[src/rtl/alu_div_unit.sv]
`default_nettype none
// ============================================================================
//  Module      : alu_div_unit
//  Description : Iterative RV32M divider (DIV/DIVU/REM/REMU). Restoring
//                radix-2 algorithm producing one quotient bit per clock.
//                Divide-by-zero and signed overflow finish on a fast path
//                one cycle after accept.
//  Ports       : clk          - clock, rising edge
//                rst          - asynchronous active-high reset
//                div_in1_i    - dividend (rs1)
//                div_in2_i    - divisor (rs2)
//                div_op_i     - 00=DIV 01=DIVU 10=REM 11=REMU
//                div_valid_i  - request valid, sampled with div_ready_o
//                div_ready_o  - high only while idle
//                div_out_o    - result, stable from done until next accept
//                div_done_o   - one-cycle result-valid pulse
//  Revision    : 1.0 - initial release
// ============================================================================
module alu_div_unit #(
   parameter int XLEN  = 32,
   parameter int CNT_W = 6
) (
   input  logic            clk,
   input  logic            rst,
   input  logic [XLEN-1:0] div_in1_i,
   input  logic [XLEN-1:0] div_in2_i,
   input  logic [1:0]      div_op_i,
   input  logic            div_valid_i,
   output logic            div_ready_o,
   output logic [XLEN-1:0] div_out_o,
   output logic            div_done_o
);

   typedef enum logic [1:0] {
      S_IDLE = 2'd0,
      S_CALC = 2'd1,
      S_DONE = 2'd2
   } state_t;

   localparam logic [XLEN-1:0] C_INT_MIN = {1'b1, {(XLEN-1){1'b0}}};

   state_t            state_q, state_d;
   logic [CNT_W-1:0]  cnt_q, cnt_d;
   logic [XLEN-1:0]   quo_q, quo_d;
   logic [XLEN-1:0]   rem_q, rem_d;
   logic [XLEN-1:0]   dvsr_q, dvsr_d;
   logic [XLEN-1:0]   out_q, out_d;
   logic              q_neg_q, q_neg_d;
   logic              r_neg_q, r_neg_d;
   logic              sel_rem_q, sel_rem_d;

   // Operand conditioning at accept
   logic              is_signed, sign1, sign2, div_zero, ovf;
   logic [XLEN-1:0]   mag1, mag2, fast_res;

   // One restoring iteration
   logic [XLEN:0]     rem_sh, trial;
   logic              ge;
   logic [XLEN-1:0]   rem_step, quo_step, quo_fix, rem_fix, final_res;

   always_comb begin
      is_signed = ~div_op_i[0];
      sign1     = is_signed & div_in1_i[XLEN-1];
      sign2     = is_signed & div_in2_i[XLEN-1];
      mag1      = sign1 ? -div_in1_i : div_in1_i;
      mag2      = sign2 ? -div_in2_i : div_in2_i;
      div_zero  = (div_in2_i == '0);
      ovf       = is_signed && (div_in1_i == C_INT_MIN) && (div_in2_i == '1);
      // Zero divisor takes precedence: remainder is the raw dividend.
      if (div_zero)
         fast_res = div_op_i[1] ? div_in1_i : '1;
      else
         fast_res = div_op_i[1] ? '0 : C_INT_MIN;
   end

   always_comb begin
      // Shift at XLEN+1 bits so the partial remainder never loses its MSB
      // when the divisor magnitude exceeds 2**(XLEN-1).
      rem_sh    = {rem_q, quo_q[XLEN-1]};
      trial     = rem_sh - {1'b0, dvsr_q};
      ge        = ~trial[XLEN];
      rem_step  = ge ? trial[XLEN-1:0] : rem_sh[XLEN-1:0];
      quo_step  = {quo_q[XLEN-2:0], ge};
      quo_fix   = q_neg_q ? -quo_step : quo_step;
      rem_fix   = r_neg_q ? -rem_step : rem_step;
      final_res = sel_rem_q ? rem_fix : quo_fix;
   end

   always_comb begin
      state_d   = state_q;
      cnt_d     = cnt_q;
      quo_d     = quo_q;
      rem_d     = rem_q;
      dvsr_d    = dvsr_q;
      out_d     = out_q;
      q_neg_d   = q_neg_q;
      r_neg_d   = r_neg_q;
      sel_rem_d = sel_rem_q;
      case (state_q)
         S_IDLE: begin
            if (div_valid_i) begin
               sel_rem_d = div_op_i[1];
               q_neg_d   = sign1 ^ sign2;
               r_neg_d   = sign1;
               if (div_zero || ovf) begin
                  out_d   = fast_res;
                  state_d = S_DONE;
               end else begin
                  quo_d   = mag1;
                  rem_d   = '0;
                  dvsr_d  = mag2;
                  cnt_d   = CNT_W'(XLEN - 1);
                  state_d = S_CALC;
               end
            end
         end
         S_CALC: begin
            quo_d = quo_step;
            rem_d = rem_step;
            if (cnt_q == '0) begin
               out_d   = final_res;
               state_d = S_DONE;
            end else begin
               cnt_d = cnt_q - 1'b1;
            end
         end
         S_DONE:  state_d = S_IDLE;
         default: state_d = S_IDLE;
      endcase
   end

   always_ff @(posedge clk or posedge rst) begin
      if (rst) begin
         state_q   <= S_IDLE;
         cnt_q     <= '0;
         quo_q     <= '0;
         rem_q     <= '0;
         dvsr_q    <= '0;
         out_q     <= '0;
         q_neg_q   <= 1'b0;
         r_neg_q   <= 1'b0;
         sel_rem_q <= 1'b0;
      end else begin
         state_q   <= state_d;
         cnt_q     <= cnt_d;
         quo_q     <= quo_d;
         rem_q     <= rem_d;
         dvsr_q    <= dvsr_d;
         out_q     <= out_d;
         q_neg_q   <= q_neg_d;
         r_neg_q   <= r_neg_d;
         sel_rem_q <= sel_rem_d;
      end
   end

   // All outputs come straight from registers.
   assign div_ready_o = (state_q == S_IDLE);
   assign div_done_o  = (state_q == S_DONE);
   assign div_out_o   = out_q;

endmodule
`default_nettype wire
[config.mk]
export PLATFORM = sky130hd
export DESIGN_NAME = alu_div_unit
export DESIGN_NICKNAME = d
export VERILOG_FILES = /design/src/rtl/alu_div_unit.sv
export SDC_FILE = /design/constraint.sdc
export NUM_CORES = 1
export LEC_CHECK = 0
export CORE_MARGIN = 2
export CORE_UTILIZATION = 40
export CTS_CLUSTER_SIZE = 12
export DETAILED_ROUTE_END_ITERATION = 8
export HOLD_SLACK_MARGIN = 0.02
export PLACE_DENSITY = 0.6
export SLEW_MARGIN = 30
export SYNTH_ARGS = -nofsm -noshare
export SYNTH_HDL_FRONTEND = slang
export SYNTH_SLANG_ARGS = --single-unit
[constraint.sdc]
create_clock -name clk -period 5 [get_ports clk]
set_clock_uncertainty 0.05 [all_clocks]
set_input_delay 1 -clock clk [delete_from_list [all_inputs] [get_ports clk]]
set_output_delay 1 -clock clk [all_outputs]
set_load 0.03 [all_outputs]
==> flow_summary_export.csv <==
group,metric,value,unit
synth,ys_warn_count,0,
run_status,status,"finished, final reports clean",
placement,io_buffers,102,
floorplan,die_w,176,um
clock_tree,cts.path.max_buffers,2,
hold_path,hold_path_class,"reg -> reg",
synth,synthArstFlopShare,1.00,
grt,first_global_vias,11481,
synth,synth_top_area_cell,"dfrtp_1",
clock_tree,cts_sinks,139,
synth,ys.flop_type,"dfrtp_1",
drt,routedWlPerCell,20.9,um
worst_setup_path,crit_path_start_kind,"flip-flop",
cells_and_area,num_antenna_cells,0,
timing,min_period_over_period,0.959,
drt,ant_nets,0,
placement,place_ws,105,ps
clock_tree,clock_latency,450,ps
worst_setup_path,reg2reg_slack,200,ps
cells_and_area,drive_gt1_frac,0.0874,
drt,vias,12247,
clock_tree,clkTransAtPathRegs,70,ps
drt,drc_errors,0,
cells_and_area,nNetsFinal,1732,
job,drv_cap,0,
timing,hold_viol_final,0,
clock_tree,cts_tree,"done",
floorplan,num_rows,62,
cells_and_area,layoutNonFillerInstCount,2020,
cells_and_area,finish.utilization,0.490,
timing,period_minus_slack,4800,ps
worst_setup_path,end_kind,"flip-flop",
timing,slew_viol_final,0,
grt,grt_max_degree,101,
drt,firstDrtPassIters,6,
floorplan,die_area,0.0310,mm^2
synth,yosys.area.top_type_share,0.294,
synth,syn_nets,1635,
cells_and_area,syn2layout_area_growth,19.6,%
drt,met3_length,3.30,mm
timing,worst_slew_pin_slew,902,ps
timing,relSlewSlack,0.383,
clock_tree,h-tree-depth,4,
timing,layout_setup_ws,204,ps
drt,via_per_inst,6.06,
synth,synth_edf_count,0,
synth,synth.cell_area,0.0118,mm^2
grt,antenna_found_initial,0,
synth,synth.area.top_cells,"dfrtp_1 (29%), o21ai_0 (6.7%), nand2_1 (5.4%)",
drt,wl_met2,18.7,mm
placement,dp.cells,1987,
floorplan,start_util,0.409,
synth,syn_inst,1526,
clock_tree,numCtsBuffers,17,
drt,top_layer,"met4",
drt,drtIter0Drc,1305,
synth,yosysMostFrequentCell,"nand2_1",
clock_tree,root_buffer,"clkbuf_16",
timing,setup_viol,0,
timing,fmax,0.209,GHz
placement,hpwlAfterDp,32.0,mm
worst_setup_path,path_max_fanout,7,
floorplan,die_h,176,um
grt,grt_overflow,0,
synth,ys_ff_latch,139,
floorplan,core-area,0.0289,mm^2
synth,synth_commonest_cells,"nand2_1 (169), nor2_1 (158), o21ai_0 (158)",
synth,syn_area_per_cell,7.76,um^2
grt,grtUsageTotal,0.274,
drt,wl,42.2,mm
worst_setup_path,cp.required,5260,ps
grt,grt_first_pass_wirelength,66.6,mm
floorplan,ios,103,
placement,finalWeightedCongestion,0.927,
worst_setup_path,crit_type,"reg -> reg",
worst_setup_path,arrival,5060,ps
drt,wirelength_met1,19.4,mm
synth,synth.distinct_cells,86,
synth,ys_seq_area_frac,0.294,
[cell type report]
cell class	count	area (um^2)
tap	384	480
fill	2862	14800
inverter	61	236
timing repair buffer	165	1520
clock buffer	17	425
sequential	139	3480
multi-input combinational	1239	7870
clock inverter	15	158
[critical path: stages (launching register included)]
cell	delay [ps]
dfrtp_1	390
inv_1	60
ha_1	220
fa_1	420
nand2b_1	220
a21boi_2	200
o21a_1	210
o311a_4	230
o21a_1	180
nor2_4	60
inv_2	130
nor2_1	60
a21oi_2	170
ha_2	220
nand2_1	60
or3_1	350
a2111o_1	430
o21a_1	250
o41ai_2	390
xor2_1	130
o21ai_1	130
o211ai_1	100
[flip-flops by register name, summed over array words and instances (netlist names)]
register,flops
r_neg_q,1
quo_q,32
state_q,2
cnt_q,6
div_out_o,32
rem_q,32
q_neg_q,1
sel_rem_q,1
dvsr_q,32
[stage by stage]
| step | setup TNS (ps) | hold WS, ps | cell area [um^2] |
|---|---|---|---|
| final | 0 | 438 | 14200 |
| after global routing | -3.19 | 469 | 14200 |
| after global placement | 0 | 413 | 13500 |
| after floorplan | 0 | 400 | 11900 |
| after CTS | 0 | 436 | 14100 |
| after detailed placement | 0 | 422 | 13500 |
[metal layers]
metal | GRT usage | vias to the layer above
met5 | 0 | -
met4 | 0.0640 | 0
met3 | 0.0489 | 59
met2 | 0.421 | 495
met1 | 0.401 | 5928
li1 | - | 5765
[cells in the final DEF (no fill, tap or decap), types with 10 or more instances in the layout]
cell type,n
nand3_1,20
o31ai_1,23
ha_1,37
a21oi_1,91
clkbuf_16,17
a21o_1,16
dfrtp_1,138
nor2_1,157
and3_1,10
clkdlybuf4s50_1,102
o21ai_0,158
nand2_1,169
o22ai_1,28
buf_4,61
nor4_1,21
or3_1,19
o211ai_1,35
nand2b_1,13
o41ai_1,12
mux2i_1,24
inv_1,58
nand4_1,23
nor3_1,31
xnor2_1,71
xor2_1,70
a31oi_1,28
or4_1,10
[repair_timing]
action                     4_1_cts  5_1_grt
gates resized for setup          0       14
buffers inserted                 0        1
setup endpoints to repair        0       10
hold buffers                     0        0
[worst paths after layout]
kind / startpoint / end / cells past startpoint
max: quo_q[31]$_DFFE_PP0P_ / div_out_o[24]$_DFFE_PP0P_ / 21
min: dvsr_q[29]$_DFFE_PP0P_ / dvsr_q[29]$_DFFE_PP0P_ / 2
max reg2reg: quo_q[31]$_DFFE_PP0P_ / div_out_o[24]$_DFFE_PP0P_ / 21
min reg2reg: dvsr_q[29]$_DFFE_PP0P_ / dvsr_q[29]$_DFFE_PP0P_ / 2
max in group asynchronous: rst / q_neg_q$_DFFE_PP0P_ / 3
min in group asynchronous: rst / quo_q[19]$_DFFE_PP0P_ / 2
[cells by family after synthesis]
family	Yosys count	share of synthesized area
multiplexers	25	0.0212
flip-flops	139	0.294
AO/OA/AOI/OAI	500	0.271
adder cells (fa/ha/maj)	40	0.0429
XOR/XNOR	142	0.105
buffers and inverters	148	0.0505
AND/OR/NAND/NOR	532	0.216
Power is not shown: default switching activity piles up to over one toggle a cycle in this logic, so the estimate is an artifact.
==> edit (same settings) <==
`dvsr_q` no longer has a reset.
--- a/src/rtl/alu_div_unit.sv
+++ b/src/rtl/alu_div_unit.sv
@@ -136,5 +136,4 @@
          quo_q     <= '0;
          rem_q     <= '0;
-         dvsr_q    <= '0;
          out_q     <= '0;
          q_neg_q   <= 1'b0;
@@ -146,5 +145,4 @@
          quo_q     <= quo_d;
          rem_q     <= rem_d;
-         dvsr_q    <= dvsr_d;
          out_q     <= out_d;
          q_neg_q   <= q_neg_d;
@@ -152,4 +150,8 @@
          sel_rem_q <= sel_rem_d;
       end
+   end
+
+   always_ff @(posedge clk) begin
+      dvsr_q <= dvsr_d;
    end
 
Formal check against the unedited RTL: same outputs for any inputs over 10 cycles, from zero or initial values and one cycle with rst high; that may be too few to reach the edited logic, so the function may still have changed.
==> edit against the original RTL <==
- sequential cell count unchanged
- cell area about the same
- synthesized area down 1.5%
- routed wire length down 6.1%
- setup slack better by 0.022 ns
- via count down 5.3%
- highest routed layer unchanged
- first-iteration DRC count down 26%
- core utilization up 0.40 points
- count of clock-buffer cells in the layout up 3
- global-route usage down 1.5 points
==> edit: results (changes against the original RTL) <==
GRT met2 Usage: 43.53% (was 42.06%)
Resized cells post-CTS: 2 (was 0)
Via-to-Cell Ratio: 5.960 (was 6.063)
top cells by count, synth: nor2_1 (156), nand2_1 (141), o21ai_0 (129) (was nand2_1 (169), nor2_1 (158), o21ai_0 (158))
fill count: 2803 (was 2862)
1st-iter DRT viols: 970 (was 1305)
largest net degree at the start of global routing: 53 (was 101)
number of flops mapped to enable cells by yosys: 32 (was 0)
# nets final: 1658 (was 1732)
met2 wire len: 19040 um (was 18690 um)
status: finished, final reports clean (unchanged)
Final GP Congestion: 0.9119 (was 0.9274)
drt wl/cell: 20.37 um (was 20.88 um)
XOR/XNOR Fraction of Synth Area: 10.13% (was 10.50%)
Slew @ Worst Pin: 0.7536 ns (was 0.9021 ns)
Area contributors post-synth: dfrtp_1 (23%), edfxtp_1 (8.2%), xnor2_1 (6.2%), o21ai_0 (5.5%), nor2_1 (5.0%) (was dfrtp_1 (29%), o21ai_0 (6.7%), nand2_1 (5.4%), xnor2_1 (5.3%), xor2_1 (5.2%))
Synth Area in Compound Gates: 27.26% (was 27.12%)
Synth Net Count: 1541 (was 1635)
vias in the first global route: 11.21k (was 11.48k)
Cells after Synth: 1432 (was 1526)
post-placement setup slack: -0.01073 ns (was 0.1054 ns)
Total GRT Usage: 25.94% (was 27.43%)
DP Wirelength: 29530 um (was 31960 um)
Slowest-stage cell, CP: a211oi_2 (was a2111o_1)
setup bufs post-CTS: 1 (was 0)
power consumption: 10.06 mW
Synth Area in Adders: 4.353% (was 4.289%)
asr flop ratio synth: 76.98% (was 100.0%)
first-pass GRT wire length: 62760 um (was 66640 um)
First-pass DRT Iterations: 5 (was 6)
placed cell area: 0.01339 mm^2 (was 0.01351 mm^2)
critical path arrival: 5.04 ns (was 5.06 ns)
post-synthesis sequential area ratio: 31.18% (was 29.37%)
edit: cell count changes after synthesis, sizes merged, moves of 9 or more:
cell,unedited run,this run
xnor2,72,82
o21ai,165,137
edfxtp,0,32
dfrtp,139,107
o211ai,35,23
nand2,170,141
xor2,70,53
clkbuf,61,52
edit: cell families after synthesis:
| family | Yosys count |
|---|---|
| buf+inv | 137 |
| flops | 139 |
| mux | 23 |
| fa+ha+maj | 40 |
| simple gates | 481 |
| compound gates | 477 |
| xor+xnor | 135 |
edit: worst paths after layout:
| path | cells after the start | slack, ns | endpoint | from |
|---|---|---|---|---|
| worst max-delay path | 22 | 0.23 | div_out_o[30] | quo_q[31] |
| worst min-delay path | 2 | 0.43 | div_out_o[4] | div_out_o[4] |
| worst max register to register | 22 | 0.23 | div_out_o[30] | quo_q[31] |
| worst min register to register | 2 | 0.43 | div_out_o[4] | div_out_o[4] |
| max in group asynchronous | 3 | 2.97 | rem_q[27] | rst |
| min in group asynchronous | 2 | 0.99 | quo_q[5] | rst |
edit: layout make-up:
type / instances / area, um^2 / area share, %
clock buffer: 20 / 467.9 / 3.302
tap: 384 / 480.5 / 3.391
multi-input combinational: 1156 / 7584 / 53.52
inverter: 60 / 230.2 / 1.625
clock inverter: 11 / 136.4 / 0.9625
timing repair buffer: 175 / 1632 / 11.51
sequential: 139 / 3640 / 25.69
edit: worst reg2reg max path: cells and delay by family, from the launching register on:
| family | cells | cell delay [ns] |
|---|---|---|
| AO/OA/AOI/OAI | 10 | 2.14 |
| XOR/XNOR | 1 | 0.19 |
| adder cells (fa/ha/maj) | 3 | 0.80 |
| buffers and inverters | 3 | 0.21 |
| flip-flops | 1 | 0.35 |
| AND/OR/NAND/NOR | 5 | 0.91 |
